$ cat src/rtl/tmds_encoder.sv
// Two-stage TMDS channel encoder: transition minimisation into q_m, then DC balancing with a running disparity.
// Build option TMDS_TERC4_EN: mode 3 emits TERC4 data-island symbols from aux; otherwise mode 3 encodes as a control symbol.
module tmds_encoder #(
  parameter int CHANNEL = 0
) (
  input  logic       clk,
  input  logic       rst,
  input  logic       ce,
  input  logic [1:0] mode,
  input  logic [7:0] data,
  input  logic [1:0] ctrl,
  input  logic [3:0] aux,
  output logic [9:0] tmds
);

  localparam logic [1:0] MODE_CTRL  = 2'd0;
  localparam logic [1:0] MODE_VIDEO = 2'd1;
  localparam logic [1:0] MODE_GUARD = 2'd2;
  localparam logic [1:0] MODE_TERC4 = 2'd3;

  localparam logic [9:0] CTRL_00    = 10'b1101010100;
  localparam logic [9:0] CTRL_01    = 10'b0010101011;
  localparam logic [9:0] CTRL_10    = 10'b0101010100;
  localparam logic [9:0] CTRL_11    = 10'b1010101011;
  localparam logic [9:0] GUARD_CODE = (CHANNEL == 1) ? 10'b0100110011 : 10'b1011001100;

  function automatic logic [3:0] popcount8(input logic [7:0] v);
    logic [3:0] n;
    n = 4'd0;
    for (int i = 0; i < 8; i++) begin
      n = n + {3'b000, v[i]};
    end
    return n;
  endfunction

  function automatic logic [9:0] ctrl_code(input logic [1:0] c);
    logic [9:0] code;
    case (c)
      2'b00:   code = CTRL_00;
      2'b01:   code = CTRL_01;
      2'b10:   code = CTRL_10;
      default: code = CTRL_11;
    endcase
    return code;
  endfunction

`ifdef TMDS_TERC4_EN
  function automatic logic [9:0] terc4_code(input logic [3:0] n);
    logic [9:0] code;
    case (n)
      4'h0:    code = 10'b1010011100;
      4'h1:    code = 10'b1001100011;
      4'h2:    code = 10'b1011100100;
      4'h3:    code = 10'b1011100010;
      4'h4:    code = 10'b0101110001;
      4'h5:    code = 10'b0100011110;
      4'h6:    code = 10'b0110001110;
      4'h7:    code = 10'b0100111100;
      4'h8:    code = 10'b1011001100;
      4'h9:    code = 10'b0100111001;
      4'hA:    code = 10'b0110011100;
      4'hB:    code = 10'b1011000110;
      4'hC:    code = 10'b1010001110;
      4'hD:    code = 10'b1001110001;
      4'hE:    code = 10'b0101100011;
      default: code = 10'b1011000011;
    endcase
    return code;
  endfunction
`endif

  // ---------------- Stage 1: transition minimisation ----------------
  logic [3:0] data_ones;
  logic       use_xnor;
  logic [8:0] q_m_next;
  logic [3:0] n1q_next;
  logic [3:0] n0q_next;

  assign data_ones = popcount8(data);
  assign use_xnor  = (data_ones > 4'd4) || ((data_ones == 4'd4) && !data[0]);

  // The serial XOR/XNOR chain unrolls to prefix parity; each XNOR step adds an inversion,
  // so in XNOR mode the odd-indexed bits come out inverted.
  generate
    for (genvar gi = 0; gi < 8; gi++) begin : g_qm
      localparam logic ODD = ((gi % 2) == 1);
      assign q_m_next[gi] = (^data[gi:0]) ^ (use_xnor & ODD);
    end
  endgenerate

  assign q_m_next[8] = ~use_xnor;
  assign n1q_next    = popcount8(q_m_next[7:0]);
  assign n0q_next    = 4'd8 - n1q_next;

  logic [8:0] q_m_reg;
  logic [3:0] n1q_reg;
  logic [3:0] n0q_reg;
  logic [1:0] mode_reg;
  logic [1:0] ctrl_reg;

  always_ff @(posedge clk) begin
    if (rst) begin
      q_m_reg  <= '0;
      n1q_reg  <= '0;
      n0q_reg  <= '0;
      mode_reg <= MODE_CTRL;
      ctrl_reg <= 2'b00;
    end else if (ce) begin
      q_m_reg  <= q_m_next;
      n1q_reg  <= n1q_next;
      n0q_reg  <= n0q_next;
      mode_reg <= mode;
      ctrl_reg <= ctrl;
    end
  end

`ifdef TMDS_TERC4_EN
  logic [3:0] aux_reg;

  always_ff @(posedge clk) begin
    if (rst) begin
      aux_reg <= '0;
    end else if (ce) begin
      aux_reg <= aux;
    end
  end
`else
  logic unused_aux;
  assign unused_aux = ^aux;
`endif

  // ---------------- Stage 2: DC balancing and symbol select ----------------
  logic signed [4:0] cnt_reg;
  logic signed [4:0] cnt_next;
  logic signed [4:0] diff;
  logic [9:0]        tmds_reg;
  logic [9:0]        tmds_next;

  assign diff = $signed({1'b0, n1q_reg}) - $signed({1'b0, n0q_reg});

  always_comb begin
    tmds_next = ctrl_code(ctrl_reg);
    cnt_next  = 5'sd0;
    case (mode_reg)
      MODE_VIDEO: begin
        if ((cnt_reg == 5'sd0) || (n1q_reg == n0q_reg)) begin
          tmds_next = {~q_m_reg[8], q_m_reg[8], q_m_reg[8] ? q_m_reg[7:0] : ~q_m_reg[7:0]};
          cnt_next  = q_m_reg[8] ? (cnt_reg + diff) : (cnt_reg - diff);
        end else if (((cnt_reg > 5'sd0) && (n1q_reg > n0q_reg)) ||
                     ((cnt_reg < 5'sd0) && (n0q_reg > n1q_reg))) begin
          tmds_next = {1'b1, q_m_reg[8], ~q_m_reg[7:0]};
          cnt_next  = cnt_reg + (q_m_reg[8] ? 5'sd2 : 5'sd0) - diff;
        end else begin
          tmds_next = {1'b0, q_m_reg[8], q_m_reg[7:0]};
          cnt_next  = cnt_reg - (q_m_reg[8] ? 5'sd0 : 5'sd2) + diff;
        end
      end
      MODE_GUARD: begin
        tmds_next = GUARD_CODE;
      end
      MODE_TERC4: begin
`ifdef TMDS_TERC4_EN
        tmds_next = terc4_code(aux_reg);
`else
        tmds_next = ctrl_code(ctrl_reg);
`endif
      end
      default: begin
        tmds_next = ctrl_code(ctrl_reg);
      end
    endcase
  end

  always_ff @(posedge clk) begin
    if (rst) begin
      tmds_reg <= CTRL_00;
      cnt_reg  <= 5'sd0;
    end else if (ce) begin
      tmds_reg <= tmds_next;
      cnt_reg  <= cnt_next;
    end
  end

  assign tmds = tmds_reg;

endmodule

$ cat config.mk
export PLATFORM = sky130hd
export DESIGN_NAME = tmds_encoder
export DESIGN_NICKNAME = d
export VERILOG_FILES = /design/src/rtl/tmds_encoder.sv
export SDC_FILE = /design/constraint.sdc
export NUM_CORES = 1
export LEC_CHECK = 0
export CORE_ASPECT_RATIO = 0.9
export CORE_UTILIZATION = 50
export DETAILED_ROUTE_END_ITERATION = 8
export PLACE_DENSITY = 0.77
export RECOVER_POWER = 50
export SLEW_MARGIN = 20
export SYNTH_ARGS = -nofsm -noshare
export SYNTH_HDL_FRONTEND = slang
export SYNTH_SLANG_ARGS = --single-unit
$ cat constraint.sdc
create_clock -name clk -period 7 [get_ports clk]
set_clock_uncertainty 0.05 [all_clocks]
set_input_delay 1.4 -clock clk [delete_from_list [all_inputs] [get_ports clk]]
set_output_delay 1.4 -clock clk [all_outputs]
set_load 0.02 [all_outputs]
### Word-level counts from Yosys, hierarchy flattened

Index checks and enable logic that the tools add are counted.

* reduce and logical (&&, ||, !) cells: 16
* $lt $le $gt $ge: 5
* bitwise operators: 7
* eq/ne operators: 6
* add/sub/neg operators: 22
* multiplexer cells: 11

Operators by type and width (number)
* adder 4 x 1 -> 4 bit: 8
* case mux 10 bit (3 select lines): 1
* 2-to-1 mux 10 bit: 2
* 2-to-1 mux 5 bit: 4
* case mux 10 bit (2 select lines): 1
* adder 5 bit: 2
* subtractor 5 bit: 2
* adder 3 x 1 -> 4 bit: 2
* greater-than comparator 4 bit: 2
* 2-to-1 mux 8 bit: 1
* NOT 8 bit: 1
* parity 8 bit: 1
* parity 7 bit: 1
* adder 2 x 1 -> 3 bit: 2
* parity 6 bit: 1
* adder 5 x 3 -> 5 bit: 1
* greater-than comparator 5 x 1 -> 1 bit (second input constant): 1
* logical NOT 5 bit: 1
* < comparator 5 x 1 -> 1 bit (second input constant): 1
* parity 5 bit: 1
* subtractor 4 x 4 -> 5 bit: 1
* subtractor 5 x 3 -> 5 bit: 1
* adder 1 x 1 -> 2 bit: 2
* == test 2 x 1 -> 1 bit (second input constant): 2
* 15 further kinds: 25

* input port bits: 19
* register bits: 36
* output and inout port bits: 10
* logic and storage cells: 74

### Depth between registers and ports, before layout

Gate-level depths: netlist of the first run.

* word-level depth: 19
* mapped depth: 21
* depth with buffers taken out: 21

### Worst setup path before layout of the first run

OpenSTA, ideal clock, no wires.

* kind: input-to-reg
* start point: input port data[0]
* end point: register n0q_reg[3]
* path buffers: 0
* stages: 21
* arrival: 7092 ps
* setup slack: -228 ps
* library setup time: 86 ps
* required time: 6864 ps
* cells stage by stage: inv_1 > fa_1 > fa_1 > fa_1 > inv_1 > ha_1 > fa_1 > nor3_1 > o22ai_1 > xor2_1 > fa_1 > inv_1 > fa_1 > fa_1 > ha_1 > inv_1 > fa_1 > xnor2_1 > nor3b_1 > xnor2_1 > a211oi_1

* cells in the longest elaborated chain, start to end: 19
* elaborated cells on any way between the ends: 31
* those cells by class: add/sub (15); order compare (1); eq/ne (1); bitwise (4); reduce/logical (10)

RTL lines
* from (decl): RTL line 10 `input logic [7:0] data,`
* branches (longest 17 deep; another with adder 3 x 1 -> 4 bit)
* adder 4 x 1 -> 4 bit *: RTL line 31 `n = n + {3'b000, v[i]};`
* subtractor 4 bit *: RTL line 93 `assign n0q_next = 4'd8 - n1q_next;`
* to (signal assigned): RTL line 111 `n0q_reg <= n0q_next;`
* to (decl): RTL line 97 `logic [3:0] n0q_reg;`

Every way passes the cells marked *.
A chain may end at the register's enable or synchronous reset.

### Worst setup path after layout of the first run

* start point: input port data[3]
* end point: register n0q_reg[3]

* cells in the longest elaborated chain, start to end: 17
* elaborated cells on any way between the ends: 26
* those cells by class: add/sub (13); order compare (1); eq/ne (1); bitwise (4); reduce/logical (7)

RTL lines (RTL line)
* branches (longest 15 deep; another with adder 3 x 1 -> 4 bit)
* adder 4 x 1 -> 4 bit *: 31
* subtractor 4 bit *: 93

Marks and branches as above.

==> results of run 1 <==
==> cell families (layout without fill, tap and decap cells) <==
family          after synthesis  in the layout  synth area share, %
buf+inv                      54             91                7.668
mux                          17             17                6.269
flops                        34             34                24.54
simple gates                 79             79                13.35
fa+ha+maj                    45             45                23.82
xor+xnor                     35             35                11.05
compound gates               57             57                13.31
==> metal layers <==
layer	GRT usage, %	up-vias
li1	-	1128
met1	24.98	1041
met2	34.65	43
met3	3.500	5
met4	5.357	0
met5	0	-
==> cells in the final DEF (no fill, tap or decap), types with 3 or more instances in the layout <==
cell type         n
xor2_1           11
mux2i_1          14
nand2b_1          4
nor2b_1           3
clkbuf_8          5
ha_1             29
a211oi_1          3
o21ai_0          13
inv_1            37
nor2_1           36
xnor2_1          20
buf_4            18
o21ai_1           4
nand2_1          14
dfxtp_1          34
a21o_1            4
nor3_1            9
a21oi_1          17
inv_2             4
fa_1             11
clkdlybuf4s50_1  21
==> layout make-up <==
| cell class | count | share of cell area [%] |
|---|---|---|
| multi-input cells | 233 | 58.99 |
| clock buffers | 7 | 2.272 |
| inverters | 42 | 4.767 |
| repair buffers | 42 | 11.21 |
| well taps | 67 | 2.495 |
| flip-flops and latches | 34 | 20.26 |
==> Yosys cell counts (3+ instances only) <==
| library cell | number | area [um^2] |
|---|---|---|
| a211oi_1 | 4 | 30.03 |
| a21o_1 | 4 | 30.03 |
| a21oi_1 | 17 | 85.08 |
| clkbuf_1 | 9 | 33.78 |
| dfxtp_1 | 34 | 680.7 |
| fa_1 | 13 | 260.3 |
| ha_1 | 32 | 400.4 |
| inv_1 | 42 | 157.7 |
| mux2i_1 | 14 | 140.1 |
| nand2_1 | 14 | 52.55 |
| nand2b_1 | 4 | 25.02 |
| nor2_1 | 36 | 135.1 |
| nor2b_1 | 3 | 18.77 |
| nor3_1 | 10 | 50.05 |
| o21ai_0 | 13 | 65.06 |
| o21ai_1 | 4 | 20.02 |
| xnor2_1 | 23 | 201.4 |
| xor2_1 | 12 | 105.1 |
==> repair_timing <==
item                       4_1_cts  5_1_grt
setup endpoints to repair        5        3
gates resized for setup         19       11
pin swaps                       13       13
buffers inserted                 2        2
cloned                           0        0
==> worst max-delay path by stage <==
stage	startpoint	endpoint	slack (ps)
floorplan	data[0]	n0q_reg[1]$_SDFFE_PP0P_	5
global placement	data[0]	n0q_reg[1]$_SDFFE_PP0P_	-610
detailed placement	data[0]	n0q_reg[2]$_SDFFE_PP0P_	-690
CTS	data[3]	n0q_reg[3]$_SDFFE_PP0P_	-10
global route	data[3]	n0q_reg[3]$_SDFFE_PP0P_	-120
finish	data[3]	n0q_reg[3]$_SDFFE_PP0P_	20
==> stage by stage <==
step	setup slack [ps]	hold slack (ps)	cell area (um^2)	util [%]
final	24.83	411.2	3359	63.55
after global routing	-119.6	429.3	3359	63.55
after floorplan	5.142	380.2	2810	-
after detailed placement	-693.1	406.2	3184	60.24
after global placement	-608.0	401.2	3184	60.24
after CTS	-12.16	415.1	3286	62.15
==> impl_results.md, run 1 <==
* Largest net degree at the start of global routing at 34
* Die width at slightly above 80 um
* TritonCTS clock tree: yes
* Met3 routed WL at between 150 and 200 um
* Diodes inserted at 0
* Wirelength per Cell at 12.82 um
* Reg2Reg Setup Slack at 3440 ps
* Cell area after synthesis at 0.002774 mm^2
* Hold buffers post-CTS at 0
* WHS Endpoint: cnt_reg[0]$_SDFFE_PP0P_
* CP max-delay cell: fa_1
* WP depth at 21
* Fin. max-slew vios at 0
* Core area at 0.005286 mm^2
* Pre-Repair DR Iteration Count at 4
* Max reg flops at 10
* Unrepaired setup endpoints after global routing: yes
* Post-Route WL at 5450 um
* Endpoints failing setup at 0
* Ports at 29
* Fillers at around 430
* Hold path depth at 1
* Asr flop ratio synth at 0%
* Worst slew pin tran at 1009 ps
* Register area share after synthesis at 24.54%
* Hold Crit Class: flip-flop to flip-flop
* Fin cells at 425
* Most Frequent Cell on Critical Path: fa_1
* Crit path buf inv count at 5
* Met1 WL at roughly 2500 um
* Average cell area after synthesis at 8.641 um^2
* Routability-driven placement congestion ratio at 0.8502
* Gr usage total at 19.79%
* # DRC at 0
* Max Root-Sink Buffers at 2
* Routed Antenna Nets at 0
* # placed instances at 414
* Fin crit period at 6975 ps
* Status: finished clean
* CP peak stage delay at 570 ps
* DR vias/cell at 5.216
* # Max-Cap Violations at 0
* Worst Path Required at 7130 ps
* Yosys cell types at between 40 and 50
* Sequential Area at a little under 700 um^2
* CTS Sinks at 34
* Grt ovf at 0
* CTS buffer count at 5
* Area of the multi-input gates at 0.001982 mm^2
* Max Freq at 143.4 MHz
* Crit path max fanout at 3
* Crit path DAT at between 7000 and 8000 ps
* Period utilization at 99.65%
* Final Hold Fails at 0
* Register bit total from synthesis at 34
* H-tree depth at 2
* Top sig layer: met4
* RR Endpoint: cnt_reg[4]$_SDFFE_PP0P_
* Cell class contributing the biggest share of worst-path delay: adder cells
* Number of flops mapped to enable cells by yosys at 0
* Setup TNS at 0 ps
* Die H at 72.66 um
* Nets at 422
* Vias at 2,217
* DIE AREA at approximately 0.006 mm^2
* Row count at 25
* Initial antenna violation count at 0
* DP HPWL at 4270 um
* Met2 WL at 2781 um
* R2R depth at 15
* Count of input and output buffers at 24
* Synth Net Count at 385
* First-pass GRT wire length at 9087 um
* Starting Density at 52.47%
* Initial DRC count at 90
* Layout cells sized above 1 at 14.53%
* Synthesis Warnings at 0
* Worst slew margin at roughly 33%
* Vias in the first global route at roughly 2,100
* Worst Hold Launch: cnt_reg[0]$_SDFFE_PP0P_
* Critical path class: input pin to flip-flop
* Synth-to-layout area growth at 21.11%
* Syn Inst Count at 321
* Worst skew pair latency at around 280 ps
* Worst Setup End Kind: flip-flop
* Clock root buffer: clkbuf_8
* Critical-path cell list: buf_8, inv_4, fa_1, fa_1, fa_1, inv_2, ha_4, fa_2, nor3_2, o22ai_2, xor2_2, fa_1, inv_2, fa_1, fa_1, ha_2, inv_2, fa_2, nor3b_4, xnor2_2, a211oi_2
* Worst R2R Start: n1q_reg[1]$_SDFFE_PP0P_
* Worst setup SP type: input pin
* Clock-pin slew on the worst setup and hold paths at 60 ps
* Most used DFF post-synth: dfxtp_1
Power of run 1 is left out: the tool's default activity adds up to more than one toggle a clock period on the data nets, which glitch-free logic cannot reach.
==> run 2: changes to the inputs <==
--- a/config.mk
+++ b/config.mk
@@ -7,6 +7,7 @@
 export LEC_CHECK = 0
 export CORE_ASPECT_RATIO = 0.9
 export CORE_UTILIZATION = 50
+export CTS_CLUSTER_SIZE = 16
 export DETAILED_ROUTE_END_ITERATION = 8
 export PLACE_DENSITY = 0.77
 export RECOVER_POWER = 50
==> results of run 2 <==
The final DEF is identical to that of run 1; final timing and power are the same.
Power of run 2 is left out for the same reason.
